==> src/rtl/i2c_target_regfile.sv <==
// I2C target with an 8-bit register file: pointer byte then data bytes on write, auto-increment reads.
// Define I2C_TARGET_GENERAL_CALL_EN to ACK (and discard) general-call writes to address 0x00.
module i2c_target_regfile #(
  parameter logic [6:0] SLAVE_ADDR  = 7'h50,
  parameter int         NUM_REGS    = 16,
  parameter int         SYNC_STAGES = 2,
  localparam int        PW          = $clog2(NUM_REGS)
) (
  input  logic          clk,
  input  logic          reset,
  input  logic          scl_in,
  input  logic          sda_in,
  output logic          sda_oe,
  input  logic [PW-1:0] host_addr,
  output logic [7:0]    host_rdata,
  output logic          busy,
  output logic          wr_strobe,
  output logic [PW-1:0] wr_index,
  output logic          stop_det
);

  // state  | meaning
  // IDLE   | bus free, waiting for START
  // ADDR   | shifting address byte, then ACK slot if addressed
  // PTR    | shifting register-pointer byte, then ACK slot
  // WDATA  | shifting write data, then ACK slot with register write
  // RDATA  | driving read data MSB first
  // RACK   | controller ACK/NACK slot after a read byte
  // IGNORE | not addressed or NACKed, waiting for START/STOP
  typedef enum logic [2:0] {IDLE, ADDR, PTR, WDATA, RDATA, RACK, IGNORE} state_t;

  logic [SYNC_STAGES-1:0] scl_sync, sda_sync;
  logic scl_s, sda_s, scl_d, sda_d;
  logic scl_rise, scl_fall, start_cond, stop_cond;

  always_ff @(posedge clk or negedge reset) begin
    if (!reset) begin
      scl_sync <= '1;
      sda_sync <= '1;
      scl_d    <= 1'b1;
      sda_d    <= 1'b1;
    end else begin
      scl_sync <= {scl_sync[SYNC_STAGES-2:0], scl_in};
      sda_sync <= {sda_sync[SYNC_STAGES-2:0], sda_in};
      scl_d    <= scl_s;
      sda_d    <= sda_s;
    end
  end

  assign scl_s      = scl_sync[SYNC_STAGES-1];
  assign sda_s      = sda_sync[SYNC_STAGES-1];
  assign scl_rise   = scl_s & ~scl_d;
  assign scl_fall   = ~scl_s & scl_d;
  assign start_cond = scl_s & scl_d & sda_d & ~sda_s;
  assign stop_cond  = scl_s & scl_d & ~sda_d & sda_s;

  logic [7:0] regs [NUM_REGS];
  state_t state, state_nxt;
  logic [2:0] bit_cnt, bit_cnt_nxt;
  logic [7:0] shift, shift_nxt, tx, tx_nxt;
  logic byte_done, byte_done_nxt, ack_phase, ack_phase_nxt;
  logic rack_ok, rack_ok_nxt, gc, gc_nxt;
  logic [PW-1:0] pointer, pointer_nxt, wr_index_nxt;
  logic sda_oe_nxt, busy_nxt, wr_strobe_nxt, stop_det_nxt, reg_we;
  logic [7:0] rd_byte;
  logic addr_match, gc_match;

  assign host_rdata = regs[host_addr];
  assign rd_byte    = regs[pointer];
  assign addr_match = (shift[7:1] == SLAVE_ADDR);
`ifdef I2C_TARGET_GENERAL_CALL_EN
  assign gc_match   = (shift == 8'h00);
`else
  assign gc_match   = 1'b0;
`endif

  always_ff @(posedge clk or negedge reset) begin
    if (!reset) begin
      state     <= IDLE;
      bit_cnt   <= '0;
      shift     <= '0;
      tx        <= '0;
      byte_done <= 1'b0;
      ack_phase <= 1'b0;
      rack_ok   <= 1'b0;
      gc        <= 1'b0;
      pointer   <= '0;
      sda_oe    <= 1'b0;
      busy      <= 1'b0;
      wr_strobe <= 1'b0;
      wr_index  <= '0;
      stop_det  <= 1'b0;
    end else begin
      state     <= state_nxt;
      bit_cnt   <= bit_cnt_nxt;
      shift     <= shift_nxt;
      tx        <= tx_nxt;
      byte_done <= byte_done_nxt;
      ack_phase <= ack_phase_nxt;
      rack_ok   <= rack_ok_nxt;
      gc        <= gc_nxt;
      pointer   <= pointer_nxt;
      sda_oe    <= sda_oe_nxt;
      busy      <= busy_nxt;
      wr_strobe <= wr_strobe_nxt;
      wr_index  <= wr_index_nxt;
      stop_det  <= stop_det_nxt;
    end
  end

  always_ff @(posedge clk or negedge reset) begin
    if (!reset) begin
      for (int i = 0; i < NUM_REGS; i++) regs[i] <= '0;
    end else if (reg_we) begin
      regs[pointer] <= shift;
    end
  end

  always_comb begin
    state_nxt     = state;
    bit_cnt_nxt   = bit_cnt;
    shift_nxt     = shift;
    tx_nxt        = tx;
    byte_done_nxt = byte_done;
    ack_phase_nxt = ack_phase;
    rack_ok_nxt   = rack_ok;
    gc_nxt        = gc;
    pointer_nxt   = pointer;
    sda_oe_nxt    = sda_oe;
    busy_nxt      = busy;
    wr_strobe_nxt = 1'b0;
    wr_index_nxt  = wr_index;
    stop_det_nxt  = 1'b0;
    reg_we        = 1'b0;

    if (stop_cond) begin
      state_nxt     = IDLE;
      sda_oe_nxt    = 1'b0;
      busy_nxt      = 1'b0;
      stop_det_nxt  = 1'b1;
      bit_cnt_nxt   = '0;
      byte_done_nxt = 1'b0;
      ack_phase_nxt = 1'b0;
      rack_ok_nxt   = 1'b0;
      gc_nxt        = 1'b0;
    end else if (start_cond) begin
      // sda_oe is left alone here; it is released on the next SCL fall in ADDR
      state_nxt     = ADDR;
      bit_cnt_nxt   = '0;
      byte_done_nxt = 1'b0;
      ack_phase_nxt = 1'b0;
      rack_ok_nxt   = 1'b0;
      gc_nxt        = 1'b0;
    end else begin
      case (state)
        ADDR, PTR, WDATA: begin
          if (scl_rise && !ack_phase && !byte_done) begin
            shift_nxt     = {shift[6:0], sda_s};
            bit_cnt_nxt   = bit_cnt + 3'd1;
            byte_done_nxt = (bit_cnt == 3'd7);
          end else if (scl_fall) begin
            if (byte_done) begin
              byte_done_nxt = 1'b0;
              ack_phase_nxt = 1'b1;
              sda_oe_nxt    = 1'b1;
              if (state == ADDR) begin
                if (addr_match || gc_match) begin
                  busy_nxt = 1'b1;
                  gc_nxt   = gc_match;
                end else begin
                  state_nxt     = IGNORE;
                  busy_nxt      = 1'b0;
                  ack_phase_nxt = 1'b0;
                  sda_oe_nxt    = 1'b0;
                end
              end else if (state == PTR) begin
                pointer_nxt = shift[PW-1:0];
              end else if (!gc) begin
                reg_we        = 1'b1;
                wr_strobe_nxt = 1'b1;
                wr_index_nxt  = pointer;
                pointer_nxt   = pointer + PW'(1);
              end
            end else if (ack_phase) begin
              ack_phase_nxt = 1'b0;
              bit_cnt_nxt   = '0;
              sda_oe_nxt    = 1'b0;
              if (state == ADDR) begin
                if (gc) begin
                  state_nxt = WDATA;
                end else if (shift[0]) begin
                  state_nxt  = RDATA;
                  tx_nxt     = rd_byte;
                  sda_oe_nxt = ~rd_byte[7];
                end else begin
                  state_nxt = PTR;
                end
              end else begin
                state_nxt = WDATA;
              end
            end else begin
              sda_oe_nxt = 1'b0;
            end
          end
        end
        RDATA: begin
          if (scl_rise) begin
            bit_cnt_nxt   = bit_cnt + 3'd1;
            byte_done_nxt = (bit_cnt == 3'd7);
          end else if (scl_fall) begin
            if (byte_done) begin
              byte_done_nxt = 1'b0;
              sda_oe_nxt    = 1'b0;
              rack_ok_nxt   = 1'b0;
              state_nxt     = RACK;
            end else begin
              tx_nxt     = {tx[6:0], 1'b0};
              sda_oe_nxt = ~tx[6];
            end
          end
        end
        RACK: begin
          if (scl_rise) begin
            if (!sda_s) begin
              rack_ok_nxt = 1'b1;
              pointer_nxt = pointer + PW'(1);
            end else begin
              state_nxt = IGNORE;
              busy_nxt  = 1'b0;
            end
          end else if (scl_fall && rack_ok) begin
            state_nxt   = RDATA;
            rack_ok_nxt = 1'b0;
            bit_cnt_nxt = '0;
            tx_nxt      = rd_byte;
            sda_oe_nxt  = ~rd_byte[7];
          end
        end
        IGNORE: begin
          if (scl_fall) sda_oe_nxt = 1'b0;
        end
        default: ;
      endcase
    end
  end

endmodule
==> config.mk <==
export PLATFORM = sky130hd
export DESIGN_NAME = i2c_target_regfile
export DESIGN_NICKNAME = d
export VERILOG_FILES = /design/src/rtl/i2c_target_regfile.sv
export SDC_FILE = /design/constraint.sdc
export NUM_CORES = 1
export LEC_CHECK = 0
export BUFFER_PORTS_ARGS = -buffer_cell sky130_fd_sc_hd__buf_2
export CAP_MARGIN = 20
export CORE_UTILIZATION = 30
export CTS_CLUSTER_SIZE = 16
export DETAILED_ROUTE_END_ITERATION = 7
export PLACE_DENSITY = 0.42
export REMOVE_ABC_BUFFERS = 1
export SLEW_MARGIN = 5
export SYNTH_ARGS = -nofsm -noshare
export SYNTH_HDL_FRONTEND = slang
export SYNTH_SLANG_ARGS = --single-unit
export TNS_END_PERCENT = 1
==> constraint.sdc <==
create_clock -name clk -period 2.41 [get_ports clk]
set_clock_uncertainty 0.1 [all_clocks]
set_input_delay 0.1205 -clock clk [delete_from_list [all_inputs] [get_ports clk]]
set_output_delay 0.1205 -clock clk [all_outputs]
set_load 0.02 [all_outputs]
==> flow_summary_export.csv, run 1 <==
group,metric,value,unit
status,outcome,"completed",
yosys,synthMuxAreaShare,36.4,%
floorplan,rows,63,
sta,finalSetupViolCount,0,
route,drt-total-wl,25000,um
yosys,syn_inst,643,
critical_path,arrival,2.58,ns
global_routing,grt_pass1_wl,39400,um
yosys,async_flop_share,100,%
power_and_ir_drop,p_leak,4.72,nW
critical_path,endpoint_kind,"flip-flop",
sta,setup_tns,0,ns
floorplan,die_y,175,um
floorplan,dieArea,30800,sq um
place,gp_congestion,0.854,
clock_tree,cts_tree,"yes",
cells_and_area,nets,703,
floorplan,pin_count,24,
critical_path,cp_max_fo,9,
clock_tree,post_cts_buffers,0,
critical_path,crit_chain,"buf_4 -> and2_1 -> and2_1 -> a2111oi_4 -> a2111oi_0 -> a2bb2oi_1",
clock_tree,cts.clk_slew.worst_paths,0.06,ns
sta,fmax,0.430,GHz
cells_and_area,fill_cells,2932,
clock_tree,insertion_delay,0.43,ns
critical_path,cp_common_cell,"and2_1",
critical_path,critical_path_class,"reg2reg",
global_routing,antenna_found_initial,0,
clock_tree,htree_levels,4,
route,vias_per_cell,5.42,
critical_path,rrSetupSlack,0.09,ns
yosys,avgSynthCellArea,14.0,sq um
clock_tree,cts_resized,0,
sta,slew_headroom,55.8,%
clock_tree,cts_buffers,17,
clock_tree,root_buffer,"clkbuf_16",
route,num_vias,5914,
route,drtIter0Drc,378,
critical_path,worst-r2r-cell-count,6,
place,io_buffers,23,
yosys,yosysSeqAreaShare,47.2,%
critical_path,max_stage_delay,0.56,ns
yosys,synth_top_family_by_area,"multiplexers",
yosys,ys_seq_elements,170,
global_routing,grt_pass1_vias,6250,
critical_path,cp_num_buf_inv,1,
critical_path,critPathTopFamily,"compound AO/OA/AOI/OAI gates",
yosys,synth.largest_area_cell,"dfrtp_1",
cells_and_area,area_delta_synth_final,15.9,%
worst_hold_path,hold_class,"in2async",
clock_tree,cts_sinks,170,
floorplan,start_util,30.5,%
sta,maxSlewViolCount,0,
sta,hold_viol,0,
cells_and_area,n_antenna_cell,0,
power_and_ir_drop,ir_drop,0.474,mV
place,dpl.hpwl,17600,um
yosys,ys.warnings.count,0,
sta,period_share,96.4,%
floorplan,core_area,29600,sq um
route,ant_nets,0,
global_routing,grt_max_degree,58,
critical_path,required,2.66,ns
route,drc,0,
yosys,synth_flop_cell,"dfrtp_1",
critical_path,crit_slowest_cell,"dfstp_2",
yosys,synth.top_cell.area_share,45.5,%
floorplan,die_w,175,um
yosys,synth_edf_count,0,
global_routing,track_usage,17.4,%
critical_path,r2r-end,"state[2]$_DFFE_PN0P_",
global_routing,overflow,0,
clock_tree,cts_buffer_depth,2,
yosys,ys_top_cells_by_area,"dfrtp_1 (45%), mux4_2 (18%), mux2_2 (18%)",
cells_and_area,regArea,4260,sq um
yosys,synth_simple_gate_area_share,5.86,%
power_and_ir_drop,powerDensity,822,nW/um^2
yosys,synth_xor_area_share,0.194,%
sta,tightest_slew,0.657,ns
yosys,synth_fa_ha_area_share,0.832,%
sta,period_minus_slack,2.32,ns
flow_run,cap_violations,0,
route,wire_per_inst,22.9,um
route,dr.pass1.iters,5,
critical_path,cp-start-kind,"flip-flop",
critical_path,reg2reg_from,"scl_d$_DFF_PN1_",
yosys,synth_cell_types,67,
yosys,synth_compound_area_share,6.56,%
cells_and_area,final_layout_size_suffix_gt1_share,48.3,%
power_and_ir_drop,p_total,0.00860,W
cells_and_area,multi_input_area,4510,sq um
sta,rsz0062_at_grt,"no",
yosys,netlist_area,9030,sq um
-- where the power goes --
group / total [W] / internal [W] / switching, W
clock network: 0.00271 / 0.00149 / 0.00122
logic: 0.00267 / 0.000993 / 0.00168
registers: 0.00322 / 0.00303 / 0.000189
total: 0.00860 / 0.00552 / 0.00308
-- through the flow --
stage / std cells / hold slack, ns / utilization [%] / cell area (sq um) / setup WS (ns)
after floorplan: 590 / -0.275 / - / 8790 / -0.556
after global placement: 1057 / 0.00830 / 33.3 / 9860 / 0.149
after detailed placement: 1057 / 0.0146 / 33.3 / 9860 / 0.175
after CTS: 1092 / 0.123 / 35.3 / 10500 / 0.120
after global routing: 1092 / 0.156 / 35.3 / 10500 / 0.00299
final: 1092 / 0.0984 / 35.3 / 10500 / 0.0861
-- cell usage after synthesis, types with 2 or more instances --
library cell and instances:
ha_1 6, mux2i_1 5, a2bb2oi_1 3, buf_2 16, nor3_1 10, mux4_2 72
a22oi_1 4, nand2b_1 7, nand4_1 5, nor3b_1 3, clkbuf_1 26, nor2_1 21
nand3_1 11, a21oi_1 23, dfstp_2 6, o22ai_1 13, or2_2 2, inv_1 7
and2_1 2, mux2_2 142, nor2b_1 7, buf_1 7, o21ai_0 12, nand2_1 21
dfrtp_1 164, nand3b_1 2, a31oi_1 4, buf_6 2, nand4bb_1 2
-- cell usage in the layout (no fill, tap or decap), types with 5 or more instances in the layout --
cell,n
inv_1,7
nand3_1,11
nor2b_1,7
o22ai_1,13
dfstp_2,6
buf_2,22
ha_1,6
mux2i_1,5
clkbuf_16,17
nor3_1,9
inv_6,5
nand2_1,21
nor2_1,21
nand2b_1,7
dfrtp_1,163
nand4_1,5
mux4_2,72
buf_4,50
a21oi_1,23
mux2_2,142
o21ai_0,12
-- kinds of logic after synthesis --
group / after synthesis
multiplexers: 220
flip-flops: 170
AND/OR/NAND/NOR: 100
AO/OA/AOI/OAI: 85
buffers and inverters: 60
adder cells (fa/ha/maj): 6
XOR/XNOR: 2
-- cell type report --
class                      instances  area share, %
multi-input combinational        413           43.1
timing repair buffer              80           5.80
tap                              390           4.66
clock buffer                      20           4.36
clock inverter                    12           1.09
inverter                           7          0.251
sequential                       170           40.7
-- worst max path at each step --
| stage | start | endpoint | slack, ns | cells after the start |
|---|---|---|---|---|
| after floorplan | state[0]$_DFFE_PN0P_ | regs[64]$_DFFE_PN0P_ | -0.56 | 5 |
| final | scl_d$_DFF_PN1_ | state[2]$_DFFE_PN0P_ | 0.09 | 6 |
| after detailed placement | scl_d$_DFF_PN1_ | state[2]$_DFFE_PN0P_ | 0.18 | 6 |
| after CTS | regs[66]$_DFFE_PN0P_ | host_rdata[2] | 0.12 | 3 |
| after global placement | scl_d$_DFF_PN1_ | state[2]$_DFFE_PN0P_ | 0.15 | 6 |
| after global routing | scl_d$_DFF_PN1_ | state[2]$_DFFE_PN0P_ | 0.003 | 6 |
-- registers in the layout, summed over array words and instances (netlist names), 2 cells and up --
signal	flops
tx	7
state	3
shift	8
wr_index	4
scl_sync	2
bit_cnt	3
regs	128
pointer	4
sda_sync	2
-- worst reg2reg max path, cell delays in order, from the launching register on --
cell       delay [ns]
dfstp_2          0.56
buf_4            0.16
and2_1           0.21
and2_1           0.41
a2111oi_4        0.11
a2111oi_0        0.52
a2bb2oi_1        0.19
-- layer usage --
layer  GRT usage, %  part of all wire, %  vias up
met2           27.3                   48      140
li1               -                    -     2586
met1           24.4                   48     3164
met5              0                    0        -
met3           3.25                  3.4       24
met4           4.93                  1.4        0
-- repair_timing --
item / CTS / global route
endpoints found under the hold margin: 47 / 0
setup endpoints to repair: 0 / 0
hold buffers: 3 / 0
Note: power is estimated with default switching activity, not from simulation.
==> inputs of run 2 (changes only) <==
CORE_MARGIN = 2   (was default)
CORE_UTILIZATION = 40   (was 30)
PLACE_DENSITY = 0.53   (was 0.42)
RECOVER_POWER = 25   (was default)
==> flow_summary_export.csv, run 2 (same netlist as run 1, synthesis figures left out) <==
group,metric,value,unit
route,drtIter0Drc,374,
status,violations,"max-capacitance violations, max-slew violations",
cells_and_area,post-route-util,46.9,%
clock_tree,cts.clk_slew.worst_paths,0.06,ns
floorplan,core_area,22000,sq um
place,gp_congestion,0.883,
power_and_ir_drop,combPwrFrac,31.5,%
sta,hold_viol,0,
floorplan,start_util,41.1,%
floorplan,die_w,154,um
global_routing,overflow,0,
power_and_ir_drop,internal_power,0.00554,W
critical_path,worst-r2r-cell-count,5,
clock_tree,cts_buffers,17,
cells_and_area,top_regs,"regs (128), shift (8), tx (7)",
critical_path,endpoint_kind,"flip-flop",
worst_hold_path,hold_class,"in2reg",
clock_tree,insertion_delay,0.43,ns
cells_and_area,layout_common_cells,"dfrtp_1 (163), mux2_2 (142), mux4_2 (72), buf_4 (45), a21oi_1 (23)",
power_and_ir_drop,pwr-share-clk,31.0,%
critical_path,arrival,2.53,ns
power_and_ir_drop,power_frac_seq,37.5,%
worst_hold_path,hold_depth,2,
floorplan,rows,54,
place,dpl.hpwl,16200,um
power_and_ir_drop,p_sw_share,35.0,%
floorplan,die_y,154,um
power_and_ir_drop,power_switching,0.00298,W
critical_path,required,2.61,ns
sta,finalSetupViolCount,0,
cells_and_area,largest_reg_flops,128,
status,outcome,"finished, violations left",
power_and_ir_drop,p_leak,4.69,nW
route,wire_per_inst,24.1,um
critical_path,rrSetupSlack,0.08,ns
cells_and_area,final_common_cell,"dfrtp_1",
clock_tree,cts_sinks,170,
sta,rsz0062_at_grt,"yes",
critical_path,critical_path_class,"reg2reg",
clock_tree,cts_buffer_depth,2,
cells_and_area,final_layout_size_suffix_gt1_share,47.0,%
floorplan,dieArea,23800,sq um
route,num_vias,5896,
cells_and_area,area_delta_synth_final,14.2,%
critical_path,cp_max_fo,12,
place,io_buffers,23,
flow_run,cap_violations,1,
clock_tree,cts_tree,"yes",
route,drt-total-wl,23600,um
route,dr.pass1.iters,5,
cells_and_area,n_antenna_cell,0,
route,vias_per_cell,6.02,
global_routing,grt_pass1_vias,6168,
sta,maxSlewViolCount,61,
global_routing,antenna_found_initial,0,
power_and_ir_drop,powerDensity,827,nW/um^2
sta,fmax,0.430,GHz
clock_tree,post_cts_buffers,0,
global_routing,grt_pass1_wl,37300,um
critical_path,cp-start-kind,"flip-flop",
cells_and_area,nets,701,
place,post-place-cells,945,
floorplan,pin_count,24,
clock_tree,root_buffer,"clkbuf_16",
cells_and_area,layoutNonFillerInstCount,980,
route,ant_nets,0,
sta,tightest_slew,1.55,ns
route,drc,0,
power_and_ir_drop,ir_drop,0.458,mV
cells_and_area,largest_register,"regs",
global_routing,track_usage,21.0,%
global_routing,grt_max_degree,61,
clock_tree,htree_levels,4,
sta,period_share,96.5,%
sta,period_minus_slack,2.33,ns
sta,slew_headroom,-3.26,%
-- run 2: changes by cell type in the layout (fill, tap and decap cells not counted), moves of 2 or more --
cell	previous run	this run
clkbuf_1	1	9
buf_2	22	16
buf_4	50	45
inv_6	5	1
clkinv_4	0	3
clkinvlp_4	4	1
clkinv_2	2	4
-- run 2: repair_timing --
| action | 4_1_cts | 5_1_grt |
|---|---|---|
| hold endpoints to repair | 59 | 0 |
| hold buffers | 3 | 0 |
| endpoints found under the setup margin | 0 | 32 |
| resized for setup | 0 | 1 |
-- run 2: critical path: stages, from the launching register on --
cell and delay (ns):
dfstp_2 0.63, nand3b_1 0.15, nor3_2 0.24, nor3b_2 0.37, nand2_1 0.34, mux2_2 0.38
-- run 2: layout make-up --
type	instances	area [sq um]
inverter	7	26.3
timing repair buffer	78	591
clock buffer	22	474
sequential	170	4260
tap	280	350
clock inverter	10	92.6
fill	1891	11600
multi-input combinational	413	4510
-- run 2: power groups by stage --
| stage | Combinational, W | Clock [W] | Sequential, W |
|---|---|---|---|
| after detailed placement | 0.00270 | 0 | 0.00324 |
| after global routing | 0.00294 | 0.00285 | 0.00322 |
| after global placement | 0.00269 | 0 | 0.00323 |
| final | 0.00269 | 0.00264 | 0.00320 |
| after floorplan | 0.00111 | 0 | 0.00364 |
| after CTS | 0.00271 | 0.00270 | 0.00319 |
-- run 2: metal layers --
layer | vias to the layer above | GRT usage (%) | share of wire, %
li1 | 2579 | - | -
met1 | 3160 | 28.8 | 45
met2 | 130 | 33.8 | 49
met3 | 27 | 4.79 | 4.2
met4 | 0 | 6.14 | 1.9
met5 | - | 0 | 0
-- run 2: through the flow --
| step | hold slack [ns] | setup TNS [ns] | total power [W] | area [sq um] | setup slack, ns |
|---|---|---|---|---|---|
| 6_report | 0.244 | 0 | 0.00852 | 10300 | 0.0850 |
| 3_3_place_gp | 0.0314 | 0 | 0.00593 | 9740 | 0.181 |
| 2_1_floorplan | -0.275 | -70.40 | 0.00474 | 8790 | -0.556 |
| 3_5_place_dp | 0.0382 | 0 | 0.00594 | 9740 | 0.109 |
| 5_1_grt | 0.240 | -1.26 | 0.00901 | 10300 | -0.0664 |
| 4_1_cts | 0.168 | 0 | 0.00860 | 10300 | 0.0589 |
-- run 2: worst paths after layout --
kind / endpoint / from
setup reg to reg: regs[86]$_DFFE_PN0P_ / scl_d$_DFF_PN1_
min in group asynchronous: regs[127]$_DFFE_PN0P_ / reset
hold / removal: scl_sync[0]$_DFF_PN1_ / scl_in
setup / recovery: regs[86]$_DFFE_PN0P_ / scl_d$_DFF_PN1_
hold reg to reg: scl_sync[1]$_DFF_PN1_ / scl_sync[0]$_DFF_PN1_
max in group asynchronous: pointer[0]$_DFFE_PN0P_ / reset
